<file path="src/rtl/demux_channel_sequencer.sv">
// demux_channel_sequencer: walks the enabled channels of a latched mask, driving the demux in/select_lines.
// Define DEMUX_SEQ_GUARD_EN to insert a break-before-make guard cycle between channels.
module demux_channel_sequencer #(
  parameter int DWELL_CYCLES = 20,
  parameter int DWELL_W = 8
) (
  input  logic       clk,
  input  logic       reset,
  input  logic       start_valid,
  output logic       start_ready,
  input  logic [7:0] channel_mask,
  input  logic       data_in,
  output logic       in,
  output logic [2:0] select_lines,
  output logic       busy,
  output logic       done
);
  localparam int DW = (DWELL_CYCLES < 1) ? 1 : DWELL_CYCLES;
  localparam logic [DWELL_W-1:0] LAST = DWELL_W'(DW - 1);
  typedef enum logic [1:0] {IDLE, DWELL, DONE, GUARD} state_t;
  state_t state_q, state_d;
  logic [7:0] mask_q, mask_d;
  logic route_q, route_d;
  logic [DWELL_W-1:0] cnt_q, cnt_d;
  logic [2:0] sel_q, sel_d;
  logic in_q, in_d, busy_q, busy_d, done_q, done_d, ready_q, ready_d;
  logic [7:0] above;
  function automatic logic [2:0] lowest(input logic [7:0] m);
    lowest = 3'd0;
    for (int i = 7; i >= 0; i--) if (m[i]) lowest = 3'(i);
  endfunction
  // channels strictly above the current one; shifting out of 8 bits makes channel 7 terminal
  assign above = mask_q & (8'hFE << sel_q);
  always_comb begin
    state_d = state_q;
    mask_d = mask_q;
    route_d = route_q;
    cnt_d = cnt_q;
    sel_d = sel_q;
    in_d = in_q;
    busy_d = busy_q;
    done_d = done_q;
    ready_d = ready_q;
    case (state_q)
      IDLE: if (start_valid) begin
        mask_d = channel_mask;
        route_d = data_in;
        busy_d = 1'b1;
        ready_d = 1'b0;
        cnt_d = '0;
        if (|channel_mask) begin
          state_d = DWELL;
          sel_d = lowest(channel_mask);
          in_d = data_in;
        end else begin
          state_d = DONE;
          done_d = 1'b1;
        end
      end
      DWELL: begin
        cnt_d = cnt_q + 1'b1;
        if (cnt_q == LAST) begin
          cnt_d = '0;
          if (|above) begin
`ifdef DEMUX_SEQ_GUARD_EN
            state_d = GUARD;
            in_d = 1'b0;
`else
            sel_d = lowest(above);
            in_d = route_q;
`endif
          end else begin
            state_d = DONE;
            done_d = 1'b1;
            in_d = 1'b0;
            sel_d = 3'd0;
          end
        end
      end
      GUARD: begin
        state_d = DWELL;
        sel_d = lowest(above);
        in_d = route_q;
      end
      default: begin
        state_d = IDLE;
        done_d = 1'b0;
        busy_d = 1'b0;
        ready_d = 1'b1;
        in_d = 1'b0;
        sel_d = 3'd0;
      end
    endcase
  end
  always_ff @(posedge clk or posedge reset) begin
    if (reset) begin
      state_q <= IDLE;
      mask_q <= '0;
      route_q <= 1'b0;
      cnt_q <= '0;
      sel_q <= 3'd0;
      in_q <= 1'b0;
      busy_q <= 1'b0;
      done_q <= 1'b0;
      ready_q <= 1'b1;
    end else begin
      state_q <= state_d;
      mask_q <= mask_d;
      route_q <= route_d;
      cnt_q <= cnt_d;
      sel_q <= sel_d;
      in_q <= in_d;
      busy_q <= busy_d;
      done_q <= done_d;
      ready_q <= ready_d;
    end
  end
  assign start_ready = ready_q;
  assign in = in_q;
  assign select_lines = sel_q;
  assign busy = busy_q;
  assign done = done_q;
endmodule
</file>
<file path="config.mk">
export PLATFORM = sky130hd
export DESIGN_NAME = demux_channel_sequencer
export DESIGN_NICKNAME = d
export VERILOG_FILES = /design/src/rtl/demux_channel_sequencer.sv
export SDC_FILE = /design/constraint.sdc
export NUM_CORES = 1
export LEC_CHECK = 0
export CAP_MARGIN = 20
export CORE_MARGIN = 5
export CORE_UTILIZATION = 40
export DETAILED_ROUTE_END_ITERATION = 8
export GPL_ROUTABILITY_DRIVEN = 0
export GPL_TIMING_DRIVEN = 1
export PLACE_DENSITY = 0.58
export SKIP_CTS_REPAIR_TIMING = 1
export SYNTH_ARGS = -nofsm -noshare
export SYNTH_HDL_FRONTEND = slang
export SYNTH_SLANG_ARGS = --single-unit
</file>
<file path="constraint.sdc">
create_clock -name clk -period 2.3 [get_ports clk]
set_clock_uncertainty 0.05 [all_clocks]
set_input_delay 0.46 -clock clk [delete_from_list [all_inputs] [get_ports clk]]
set_output_delay 0.46 -clock clk [all_outputs]
set_load 0.01 [all_outputs]
</file>
==> flow_metrics.tcl <==
set metrics [dict create \
    grt_max_degree 26 \
    antenna_found_initial 0 \
    track_usage_pct 13.6 \
    numCtsBuffers 3 \
    min_path_cells 2 \
    fp.dieW_um 70.8 \
    slowest_stage "clkdlybuf4s50_1" \
    critPathKind "reg -> out" \
    ys_seq_area_share_pct 42.4 \
    fin_crit_sh_pct 83.3 \
    maxCapViolCount 0 \
    clock_latency_ns 0.26 \
    crit_path_end_kind "output pin" \
    cp_max_fo 9 \
    drtPass1Iterations 4 \
    die_y_um 70.8 \
    p_int_mw 0.965 \
    yosys_warnings 0 \
    pwr-share-comb_pct 37.7 \
    synth_edf_count 0 \
    place_hpwl_mm 2.47 \
    first_global_vias 1203 \
    p_sw_mw 0.541 \
    rr_worst_depth 6 \
    grt_first_pass_wirelength_mm 5.58 \
    drv_slew 0 \
    drc 0 \
    path_delay_family "buffers and inverters" \
    yosys-top-cells-area "dfrtp_1, nand2_1, mux2_1, o21ai_1, nor2_1" \
    port_buffers 18 \
    yosys.area.top_type "dfrtp_1" \
    rsz0062_at_grt "no" \
    swShare_pct 35.9 \
    regArea_um2 627 \
    cp.arrival_ns 1.40 \
    fin_setup_tns_ns 0 \
    drive_gt1_share_pct 10.0 \
    viasPerCell 5.46 \
    stdcell_count 228 \
    synth.most_common_cell "dfrtp_1" \
    tightest_slew_ns 0.538 \
    clkTransAtPathRegs_ns 0.08 \
    vias 1244 \
    initial_utilization_pct 40.7 \
    synth_nets 172 \
    avgSynthCellArea_um2 9.29 \
    peakVddDrop_uv 351 \
    synthArstFlopShare_pct 100 \
    slew_headroom_pct 63.9 \
    setup_violations 0 \
    synth-seq-cells 25 \
    clock-sinks 25 \
    drt-total-wl_mm 3.23 \
    path_cells "clkdlybuf4s50_1" \
    rows 22 \
    ys.flop_type "dfrtp_1" \
    multi_input_area_um2 773 \
    layout.nets 194 \
    slowest_delay_ns 0.60 \
    netlist_area_mm2 0.00148 \
    crit_cells 1 \
    start_kind "flop" \
    max_freq_mhz 522 \
    antenna_cells 0 \
    syn_to_final_growth_pct 19.1 \
    fin_crit_ns 1.91 \
    placed_cells 224 \
    grt_overflow 0 \
    power.leakage_nw 0.740 \
    synthCells 159 \
    p_per_area_mw_per_mm2 856 \
    drtIter0Drc 59 \
    pwr-share-clk_pct 17.2 \
    postPlaceCellArea_mm2 0.00172 \
    wire_per_inst_um 14.1 \
    pin_count 19 \
    die_area_mm2 0.00501 \
    hold_path.class "reg -> reg" \
    htree_num_levels 1 \
    ctsLongestPathBuffers 2 \
    core_mm2 0.00363 \
    outcome "finished clean" \
    ys_types 49 \
    root_buffer "clkbuf_8" \
    drtAntennaViolNets 0 \
    hold_viol_final 0 \
    required_ns 1.79 \
    cts_tree "built" \
    synth_common_cells "dfrtp_1, nand2_1, nor2_1, o21ai_1, inv_1" \
    stdcell_area_mm2 0.00176 \
    crit_buf_inv 1 \
    yosys.area.top_type_share_pct 40.6 \
    seqPwrFrac_pct 45.0 \
    n_fill_cell 366 \
]
[state kept, by name (all words and copies together) (netlist names), named ones only]
name          count
select_lines      3
done              1
busy              1
route_q           1
state_q           1
in                1
mask_q            7
cnt_q             8
start_ready       1
[routing by layer]
metal | share of wire [%] | GRT usage, % | up-vias
met5 | 0 | 0 | -
met4 | 0.31 | 3.76 | 0
met3 | 1.5 | 2.13 | 2
met2 | 52 | 22.7 | 5
met1 | 47 | 18.3 | 611
li1 | - | - | 626
[placed cells by master (no fill, tap or decap), drive strengths merged, types with 2 or more instances in the layout]
master         netlist  final
mux2                 6      6
nor2b                2      2
nor2                12     12
nand3b               2      2
clkdlybuf4s50        0     18
nand2b               5      5
a21oi                9      9
clkbuf               1      4
mux2i                2      2
nand3                8      8
a22oi                2      2
dfrtp               24     24
o21ai               16     16
buf                  4      4
inv                 11     11
o31ai                4      4
a31oi                3      3
and3                 3      3
o211ai               3      3
nand2               18     18
a22o                 3      3
o221ai               2      2
[tightest hold or removal path: stages (launching register included)]
cell	delay, ns
dfstp_2	0.38
nand2_1	0.05
nand2_1	0.04
[metrics by stage]
stage / setup slack (ns) / power, mW / utilization [%] / hold WS [ns]
floorplan: 0.586 / 1.08 / - / 0.400
CTS: 0.367 / 1.52 / 48.5 / 0.413
global route: 0.256 / 1.62 / 48.5 / 0.462
global placement: 0.125 / 1.24 / 47.2 / 0.396
finish: 0.385 / 1.51 / 48.5 / 0.412
detailed placement: 0.0939 / 1.25 / 47.2 / 0.400
[cells by family after synthesis]
logic type	after synthesis	synth area share, %
adder cells (fa/ha/maj)	1	0.847
buffers and inverters	17	5.25
AO/OA/AOI/OAI	50	24.2
AND/OR/NAND/NOR	58	21.3
flip-flops	25	42.4
multiplexers	8	5.93
[final timing paths]
check | startpoint | endpoint | slack [ns]
worst min-delay path | start_ready$_DFFE_PP1P_ | start_ready$_DFFE_PP1P_ | 0.41
worst max register to register | cnt_q[0]$_DFFE_PP0P_ | select_lines[2]$_DFFE_PP0P_ | 0.43
worst max-delay path | select_lines[2]$_DFFE_PP0P_ | select_lines[2] | 0.39
worst min register to register | start_ready$_DFFE_PP1P_ | start_ready$_DFFE_PP1P_ | 0.41
min in group asynchronous | reset | mask_q[1]$_DFFE_PP0P_ | 0.49
max in group asynchronous | reset | start_ready$_DFFE_PP1P_ | 1.41
[power groups by stage]
stage / Clock (mW) / Combinational [mW] / Sequential [mW]
after floorplan: 0 / 0.432 / 0.645
after global placement: 0 / 0.560 / 0.680
after detailed placement: 0 / 0.569 / 0.685
after CTS: 0.272 / 0.573 / 0.677
after global routing: 0.285 / 0.635 / 0.701
final: 0.260 / 0.568 / 0.678
[cell type report]
class	instances	share of cell area, %
flip-flops and latches	25	35.6
inverters	12	2.56
repair buffers	22	11.9
multi-input cells	117	43.9
clock buffers	4	2.56
well taps	48	3.41
No activity file was read; power rests on OpenSTA's default activity.
